$ cat src/rtl/v_exec_ctrl_pkg.sv
// Shared definitions for the vector execute controller: geometry, ALU opcodes and FSM states.
// The opcode encodings must match the ones used by v_execute.
package v_exec_ctrl_pkg;

  localparam int VREG_WIDTH = 128;
  localparam int SEW        = 32;
  localparam int VLMAX      = VREG_WIDTH / SEW;
  localparam int ALU_OP_BUS = 5;

  typedef logic [ALU_OP_BUS-1:0] valu_op_t;

  localparam valu_op_t VALU_OP_NOP     = 5'd0;
  localparam valu_op_t VALU_OP_VADD    = 5'd1;
  localparam valu_op_t VALU_OP_VSUB    = 5'd2;
  localparam valu_op_t VALU_OP_VMUL    = 5'd3;
  localparam valu_op_t VALU_OP_VDIV    = 5'd4;
  localparam valu_op_t VALU_OP_VAND    = 5'd5;
  localparam valu_op_t VALU_OP_VOR     = 5'd6;
  localparam valu_op_t VALU_OP_VXOR    = 5'd7;
  localparam valu_op_t VALU_OP_VREDSUM = 5'd8;
  localparam valu_op_t VALU_OP_VREDMAX = 5'd9;
  localparam valu_op_t VALU_OP_VMV_V_X = 5'd10;

  typedef enum logic [2:0] {
    VCTRL_IDLE  = 3'd0,
    VCTRL_READ  = 3'd1,
    VCTRL_LATCH = 3'd2,
    VCTRL_EXEC  = 3'd3,
    VCTRL_WB    = 3'd4
  } vctrl_state_e;

  // Only the divider is multi-cycle; every other op gets a single EXEC cycle.
  function automatic logic is_div(input valu_op_t op);
    return op == VALU_OP_VDIV;
  endfunction

endpackage

$ cat src/rtl/v_exec_ctrl.sv
// Sequences one vector ALU instruction at a time: register-file read, operand latch,
// held EXEC window for the combinational ALU, then writeback to vd.
module v_exec_ctrl
  import v_exec_ctrl_pkg::*;
#(
  parameter int DIV_LAT = 4,
  parameter int VREG_W  = VREG_WIDTH,
  parameter int ELEM_W  = SEW
) (
  input  logic                  clk,
  input  logic                  rst,
  input  logic                  issue_valid_i,
  output logic                  issue_ready_o,
  input  logic [ALU_OP_BUS-1:0] issue_op_i,
  input  logic [4:0]            issue_vs1_i,
  input  logic [4:0]            issue_vs2_i,
  input  logic [4:0]            issue_vd_i,
  input  logic                  issue_src1_scalar_i,
  input  logic [ELEM_W-1:0]     issue_rs1_data_i,
  output logic                  vreg_re_o,
  output logic [4:0]            vreg_raddr1_o,
  output logic [4:0]            vreg_raddr2_o,
  input  logic [VREG_W-1:0]     vreg_rdata1_i,
  input  logic [VREG_W-1:0]     vreg_rdata2_i,
  output logic [ALU_OP_BUS-1:0] valu_opcode_o,
  output logic [VREG_W-1:0]     operand_v1_o,
  output logic [VREG_W-1:0]     operand_v2_o,
  input  logic [VREG_W-1:0]     valu_result_i,
  output logic                  vreg_we_o,
  output logic [4:0]            vreg_waddr_o,
  output logic [VREG_W-1:0]     vreg_wdata_o,
  output logic                  busy_o,
  output logic [31:0]           retire_cnt_o
);

  localparam int LANES = VREG_W / ELEM_W;
  localparam int CNT_W = (DIV_LAT > 1) ? $clog2(DIV_LAT) : 1;

  vctrl_state_e        state_reg, state_next;
  valu_op_t            op_reg;
  logic [4:0]          vs1_reg, vs2_reg, vd_reg;
  logic                sel_reg;
  logic [ELEM_W-1:0]   scalar_reg;
  logic [VREG_W-1:0]   v1_reg, v2_reg, result_reg;
  logic [CNT_W-1:0]    cnt_reg;
  logic [31:0]         retire_reg;
  logic [VREG_W-1:0]   bcast;
  logic                ready;
  logic                accept;

  genvar gi;
  generate
    for (gi = 0; gi < LANES; gi++) begin : g_bcast
      assign bcast[gi*ELEM_W +: ELEM_W] = scalar_reg;
    end
  endgenerate

  // Ready is gated by rst so the port reads 0 while reset is held, even though state is IDLE.
  assign ready  = !rst && (state_reg == VCTRL_IDLE || state_reg == VCTRL_WB);
  assign accept = issue_valid_i && ready;

  always_comb begin
    state_next = state_reg;
    case (state_reg)
      VCTRL_IDLE:  if (accept && issue_op_i != VALU_OP_NOP) state_next = VCTRL_READ;
      VCTRL_READ:  state_next = VCTRL_LATCH;
      VCTRL_LATCH: state_next = VCTRL_EXEC;
      VCTRL_EXEC:  if (cnt_reg == '0) state_next = VCTRL_WB;
      VCTRL_WB: begin
        state_next = VCTRL_IDLE;
        if (accept && issue_op_i != VALU_OP_NOP) state_next = VCTRL_READ;
      end
      default:     state_next = VCTRL_IDLE;
    endcase
  end

  always_comb begin
    issue_ready_o = ready;
    busy_o        = state_reg != VCTRL_IDLE;
    vreg_re_o     = 1'b0;
    vreg_raddr1_o = '0;
    vreg_raddr2_o = '0;
    valu_opcode_o = VALU_OP_NOP;
    operand_v1_o  = '0;
    operand_v2_o  = '0;
    vreg_we_o     = 1'b0;
    vreg_waddr_o  = '0;
    vreg_wdata_o  = '0;
    retire_cnt_o  = retire_reg;
    case (state_reg)
      VCTRL_READ: begin
        vreg_re_o     = 1'b1;
        vreg_raddr1_o = vs1_reg;
        vreg_raddr2_o = vs2_reg;
      end
      VCTRL_EXEC: begin
        valu_opcode_o = op_reg;
        operand_v1_o  = v1_reg;
        operand_v2_o  = v2_reg;
      end
      VCTRL_WB: begin
        vreg_we_o    = 1'b1;
        vreg_waddr_o = vd_reg;
        vreg_wdata_o = result_reg;
      end
      default: ;
    endcase
  end

  always_ff @(posedge clk or posedge rst) begin
    if (rst) begin
      state_reg  <= VCTRL_IDLE;
      op_reg     <= VALU_OP_NOP;
      vs1_reg    <= '0;
      vs2_reg    <= '0;
      vd_reg     <= '0;
      sel_reg    <= 1'b0;
      scalar_reg <= '0;
      v1_reg     <= '0;
      v2_reg     <= '0;
      result_reg <= '0;
      cnt_reg    <= '0;
      retire_reg <= '0;
    end else begin
      state_reg <= state_next;
      if (accept) begin
        op_reg     <= issue_op_i;
        vs1_reg    <= issue_vs1_i;
        vs2_reg    <= issue_vs2_i;
        vd_reg     <= issue_vd_i;
        sel_reg    <= issue_src1_scalar_i;
        scalar_reg <= issue_rs1_data_i;
      end
      if (state_reg == VCTRL_LATCH) begin
        v2_reg  <= vreg_rdata2_i;
        v1_reg  <= sel_reg ? bcast : vreg_rdata1_i;
        cnt_reg <= is_div(op_reg) ? CNT_W'(DIV_LAT - 1) : '0;
      end
      // Operands stay frozen through EXEC; only the final cycle samples the ALU result.
      if (state_reg == VCTRL_EXEC) begin
        if (cnt_reg == '0) result_reg <= valu_result_i;
        else               cnt_reg    <= cnt_reg - 1'b1;
      end
      if (state_reg == VCTRL_WB) retire_reg <= retire_reg + 32'd1;
    end
  end

endmodule

$ cat config.mk
export PLATFORM = sky130hd
export DESIGN_NAME = v_exec_ctrl
export DESIGN_NICKNAME = d
export VERILOG_FILES = /design/src/rtl/v_exec_ctrl_pkg.sv /design/src/rtl/v_exec_ctrl.sv
export SDC_FILE = /design/constraint.sdc
export NUM_CORES = 1
export LEC_CHECK = 0
export CORE_AREA = 5 5 336 338
export CTS_CLUSTER_SIZE = 24
export DETAILED_ROUTE_END_ITERATION = 12
export DIE_AREA = 0 0 341 343
export PLACE_DENSITY = 0.47
export REMOVE_ABC_BUFFERS = 1
export SYNTH_ARGS = -nofsm -noshare
export SYNTH_HDL_FRONTEND = slang
export SYNTH_SLANG_ARGS = --single-unit
$ cat constraint.sdc
create_clock -name clk -period 21.2 [get_ports clk]
set_input_delay 2.12 -clock clk [delete_from_list [all_inputs] [get_ports clk]]
set_output_delay 2.12 -clock clk [all_outputs]
set_load 0.005 [all_outputs]
; After elaboration in Yosys (flattened, before gate mapping)
; Cells that the tools add are included.
[totals]
regBits = 474
in_bits = 440
out_inout_bits = 440
word_cells = 50
[classes]
n_addsub = 2
eq_ne = 7
n_mux = 18
reduce_logical = 11
[op_table]
columns = cell, count
row1 = 128-bit two-way mux, 4
row2 = 32-bit by 1-bit adder with 32-bit output (second input constant), 1
row3 = 5-bit two-way mux, 4
row4 = 3-bit case mux with 5 select lines, 1
row5 = 2-bit two-way mux, 4
row6 = 3-bit by 2-bit == test with 1-bit output (second input constant), 2
row7 = 3-bit two-way mux, 2
row8 = 5-bit by 3-bit == test with 1-bit output (second input constant), 1
row9 = 5-bit nonzero test, 1
row10 = 2-bit AND reduction, 2
row11 = 3-bit by 1-bit == test with 1-bit output (second input constant), 1
row12 = 3-bit == test (second input constant), 1
row13 = 1-bit logical AND, 3
row14 = 3-bit zero test, 1
row15 = 1-bit two-way mux, 3
row16 = 3-bit nonzero test, 1
row17 = 2-bit zero test, 1
row18 = 2-bit by 1-bit != test with 1-bit output (second input constant), 1
row19 = 2-bit != test (second input constant), 1
row20 = 2-bit by 1-bit subtractor with 2-bit output (second input constant), 1
row21 = 1-bit zero test, 1
row22 = 1-bit logical OR, 1

; Longest topological paths before layout
[logic_depth]
depth_word = 7
mapped_depth = 8
ltp_nobuf = 5

; Least setup slack after synthesis
; Ideal clock, no wire load.
[synth_timing]
path_kind = input-to-output
from = input rst
to = output issue_ready_o
arrival_ps = 2354
required_time_ps = 19080
setup_slack_ps = 16726
path_stages = 1
n_path_buf = 0
cell_sequence = nor3_1
[synth_via]
elab_chain_cells = 2
[synth_rtl]
columns = element, line
row1 = start: declaration, v_exec_ctrl.sv:11  ; input logic rst,
row2 = 1-bit zero test (no line), -
row3 = 1-bit logical AND, v_exec_ctrl.sv:59  ; assign ready = !rst && (state_reg == VCTRL_IDLE || state_reg == VCTRL_WB);
row4 = end: declaration, v_exec_ctrl.sv:13  ; output logic issue_ready_o,
; No other way between the ends.

; Worst setup path after layout
[layout_timing]
from = register state_reg[1]
to = output operand_v1_o[25]
[layout_via]
elab_chain_cells = 2
[layout_rtl]
columns = element, line
row1 = start: declaration, v_exec_ctrl.sv:39  ; vctrl_state_e state_reg, state_next;
row2 = start signal: assignment, v_exec_ctrl.sv:125  ; state_reg <= state_next;
row3 = 3-bit by 2-bit == test with 1-bit output, v_exec_ctrl.sv:90  ; case (state_reg)
row4 = 128-bit two-way mux, v_exec_ctrl.sv:90
row5 = end: declaration, v_exec_ctrl.sv:26  ; output logic [VREG_W-1:0] operand_v1_o,
; No other way between the ends.

==> summary.md <==
| Metric | Value |
|---|---|
| Cell variety after synth | 45 |
| Worst setup SP type | flip-flop |
| Pre-Repair DR Iteration Count | 7 |
| Clock Tree Root | clkbuf_16 |
| Max clock buf depth | 3 |
| Placed Cells | between 4000 and 5000 |
| Layout Skew | ~0.022 ns |
| Synthesized area per cell | around 10 sq um |
| Cells after synthesis | around 2100 |
| Port bufs | between 800 and 900 |
| GRT Total Usage | 0.153 |
| Reg2reg start | state_reg[0] |
| Initial DRC Count | slightly above 700 |
| YS warnings | 0 |
| Register-to-Register Path Depth | 5 |
| Routed len/inst | roughly 21 um |
| I/O Pins | 880 |
| Crit Path Category | reg2out |
| Hold WS | between 0.4 and 0.5 ns |
| Reg-to-reg slack, setup | ~17 ns |
| Final hold violation count | 0 |
| Setup TNS | 0 ns |
| Area grow syn2layout | 53.2% |
| Worst vdd ir | between 0.00009 and 0.0001 V |
| Crit. Startpoint | state_reg[1] |
| Post-route ant nets | 0 |
| Register area | approximately 12000 sq um |
| Via-to-Cell Ratio | slightly above 4 |
| Worst-Skew Late Latency | between 0.6 and 0.7 ns |
| Final WL | 93900 um |
| Initial Util | 0.202 |
| CTS tree | built |
| Outcome | finished clean |
| Core Box Area | around 110000 sq um |
| Rows | 122 |
| Die area | roughly 120000 sq um |
| Total congestion overflow | 0 |
| Worst Max-Slew Pin Slew | 1.39 ns |
| Final worst setup slack | roughly 15 ns |
| Final setup fails | 0 |
| Initial antenna violation count | 16 |
| # Max-Cap Violations | 0 |
| Detail Placement HPWL | about 70000 um |
| Post-CTS Resized | 0 |
| Mapped Area | roughly 22000 sq um |
| Layout Nets | 3347 |
| Vias in the first global route | slightly below 20000 |
| Synth Register Bits | between 400 and 500 |
| Crit-path max FO | 145 |
| Arr. time, crit path | 4.16 ns |
| Pwr per Cell Area | 133 nW/um^2 |
| Critical Path Sink | operand_v1_o[25] |
| Crit path capture type | output port |
| Seq/Total Area, Yosys | 0.536 |
| H-Tree Level Count | 2 |
| Clock tree sinks | approximately 470 |
| Layout fillers | 11439 |
| RSZ-0062 raised after global routing | no |
| Reg2reg end | v1_reg[115] |
| Leakage | 0.0153 uW |
| Max-slew violations | 0 |
| Fraction of layout cells with a size suffix above 1 | 0.101 |
| Largest net degree at the start of global routing | 146 |
| Post-route DRC | 0 |
| Worst-path clk slew | about 0.060 ns |
| Critical Path RT | approximately 19 ns |
| Chip Width | 341 um |
| Cts hold-fix bufs | 0 |
| Slew HR | 0.0718 |
| Hold Path Class | reg2reg |
| RePlAce Congestion | ~0.80 |
| Fin crit share | 0.296 |
| Max Freq | around 0.16 GHz |
| Number of buffers created by CTS | 59 |
| Min Tclk post-route | 6.28 ns |
| Postcts setup bufs | 0 |
| First-pass GRT wire length | 135000 um |
| Multi-input gate area in the final layout | 9310 sq um |
| Die height | between 300 and 400 um |
| Vias | 18149 |
| Cell Count, Final, Fillers Out | between 4000 and 5000 |
| Placement Setup Slack | roughly 16 ns |
[worst max-delay path, cell delays in order, from the launching register on]
cell and delay, ns:
dfrtp_1 0.59, nor2b_4 0.23, buf_4 0.50, buf_4 0.98, and3_1 0.37, clkdlybuf4s50_1 0.55
[Yosys cell counts (all sizes together)]
cell type  number  share of area
nand2         521          0.088
dfrtp         474           0.54
and3          268          0.076
mux2          182          0.093
and2          145          0.041
o21ai         129          0.029
mux2i         128          0.058
clkbuf        104          0.018
buf            65          0.027
xnor2          25         0.0099
nand3          15         0.0034
nand4          13         0.0046
xor2            6         0.0024
nor2            5        0.00085
nor3            5         0.0021
and4            4         0.0016
nor4            3         0.0022
a21oi           2        0.00045
inv             2        0.00034
nor2b           2        0.00068
nor3b           2        0.00090
a21o            1        0.00034
a31oi           1        0.00028
ha              1        0.00057
nand4bb         1         0.0012
o211ai          1        0.00034
o21bai          1        0.00034
o22ai           1        0.00028
or2             1        0.00028
or3             1        0.00028
or3b            1        0.00040
or4             1        0.00034
or4b            1        0.00045
[where the power goes]
group          switching, uW  internal (uW)
clock network            409            592
registers                353           1340
logic                    931            892
[cells in the final DEF (no fill, tap or decap), drive strengths merged, types with 25 or more instances in the layout]
cell and instances:
and3 268, clkdlybuf4s50 879, dfrtp 474, clkbuf 93, xnor2 25, mux2i 128, mux2 182, nand2 521
and2 145, o21ai 129
[layout make-up]
cell class,count,area share
Clock buffer,93,0.0512
Antenna cell,17,0.00125
Inverter,2,0.000443
Clock inverter,13,0.00443
Timing Repair Buffer,902,0.265
Sequential cell,474,0.350
Multi-Input combinational cell,1467,0.275
Tap cell,1426,0.0526
[routing by layer]
layer | routed length, um | GRT usage | vias up | share of wire
li1 | - | - | 8684 | -
met1 | 37100 | 0.180 | 8803 | 0.40
met2 | 47000 | 0.266 | 539 | 0.50
met3 | 6970 | 0.0444 | 123 | 0.074
met4 | 2780 | 0.0543 | 0 | 0.030
met5 | 0 | 0 | - | 0
[through the flow]
stage	cell area [sq um]	util	power [uW]
after detailed placement	32000	0.291	3580
after CTS	33900	0.308	4620
after floorplan	21100	-	2770
after global placement	32000	0.291	3570
after global routing	33900	0.309	4860
final	33900	0.309	4520
[cell families after synthesis]
logic type / after synthesis / synth area share
xor+xnor: 31 / 0.0123
flops: 474 / 0.536
compound gates: 136 / 0.0312
buf+inv: 171 / 0.0448
simple gates: 989 / 0.225
mux: 310 / 0.151
fa+ha+maj: 1 / 0.000565
[worst min path at each step]
stage,start,endpoint,cells past startpoint
2_1_floorplan,v2_reg[100],v2_reg[100],2
3_3_place_gp,v2_reg[74],v2_reg[74],2
3_5_place_dp,v2_reg[126],v2_reg[126],2
4_1_cts,v2_reg[47],v2_reg[47],2
5_1_grt,v2_reg[47],v2_reg[47],2
6_report,v2_reg[43],v2_reg[43],2
Power figures use the tool's default switching activity.
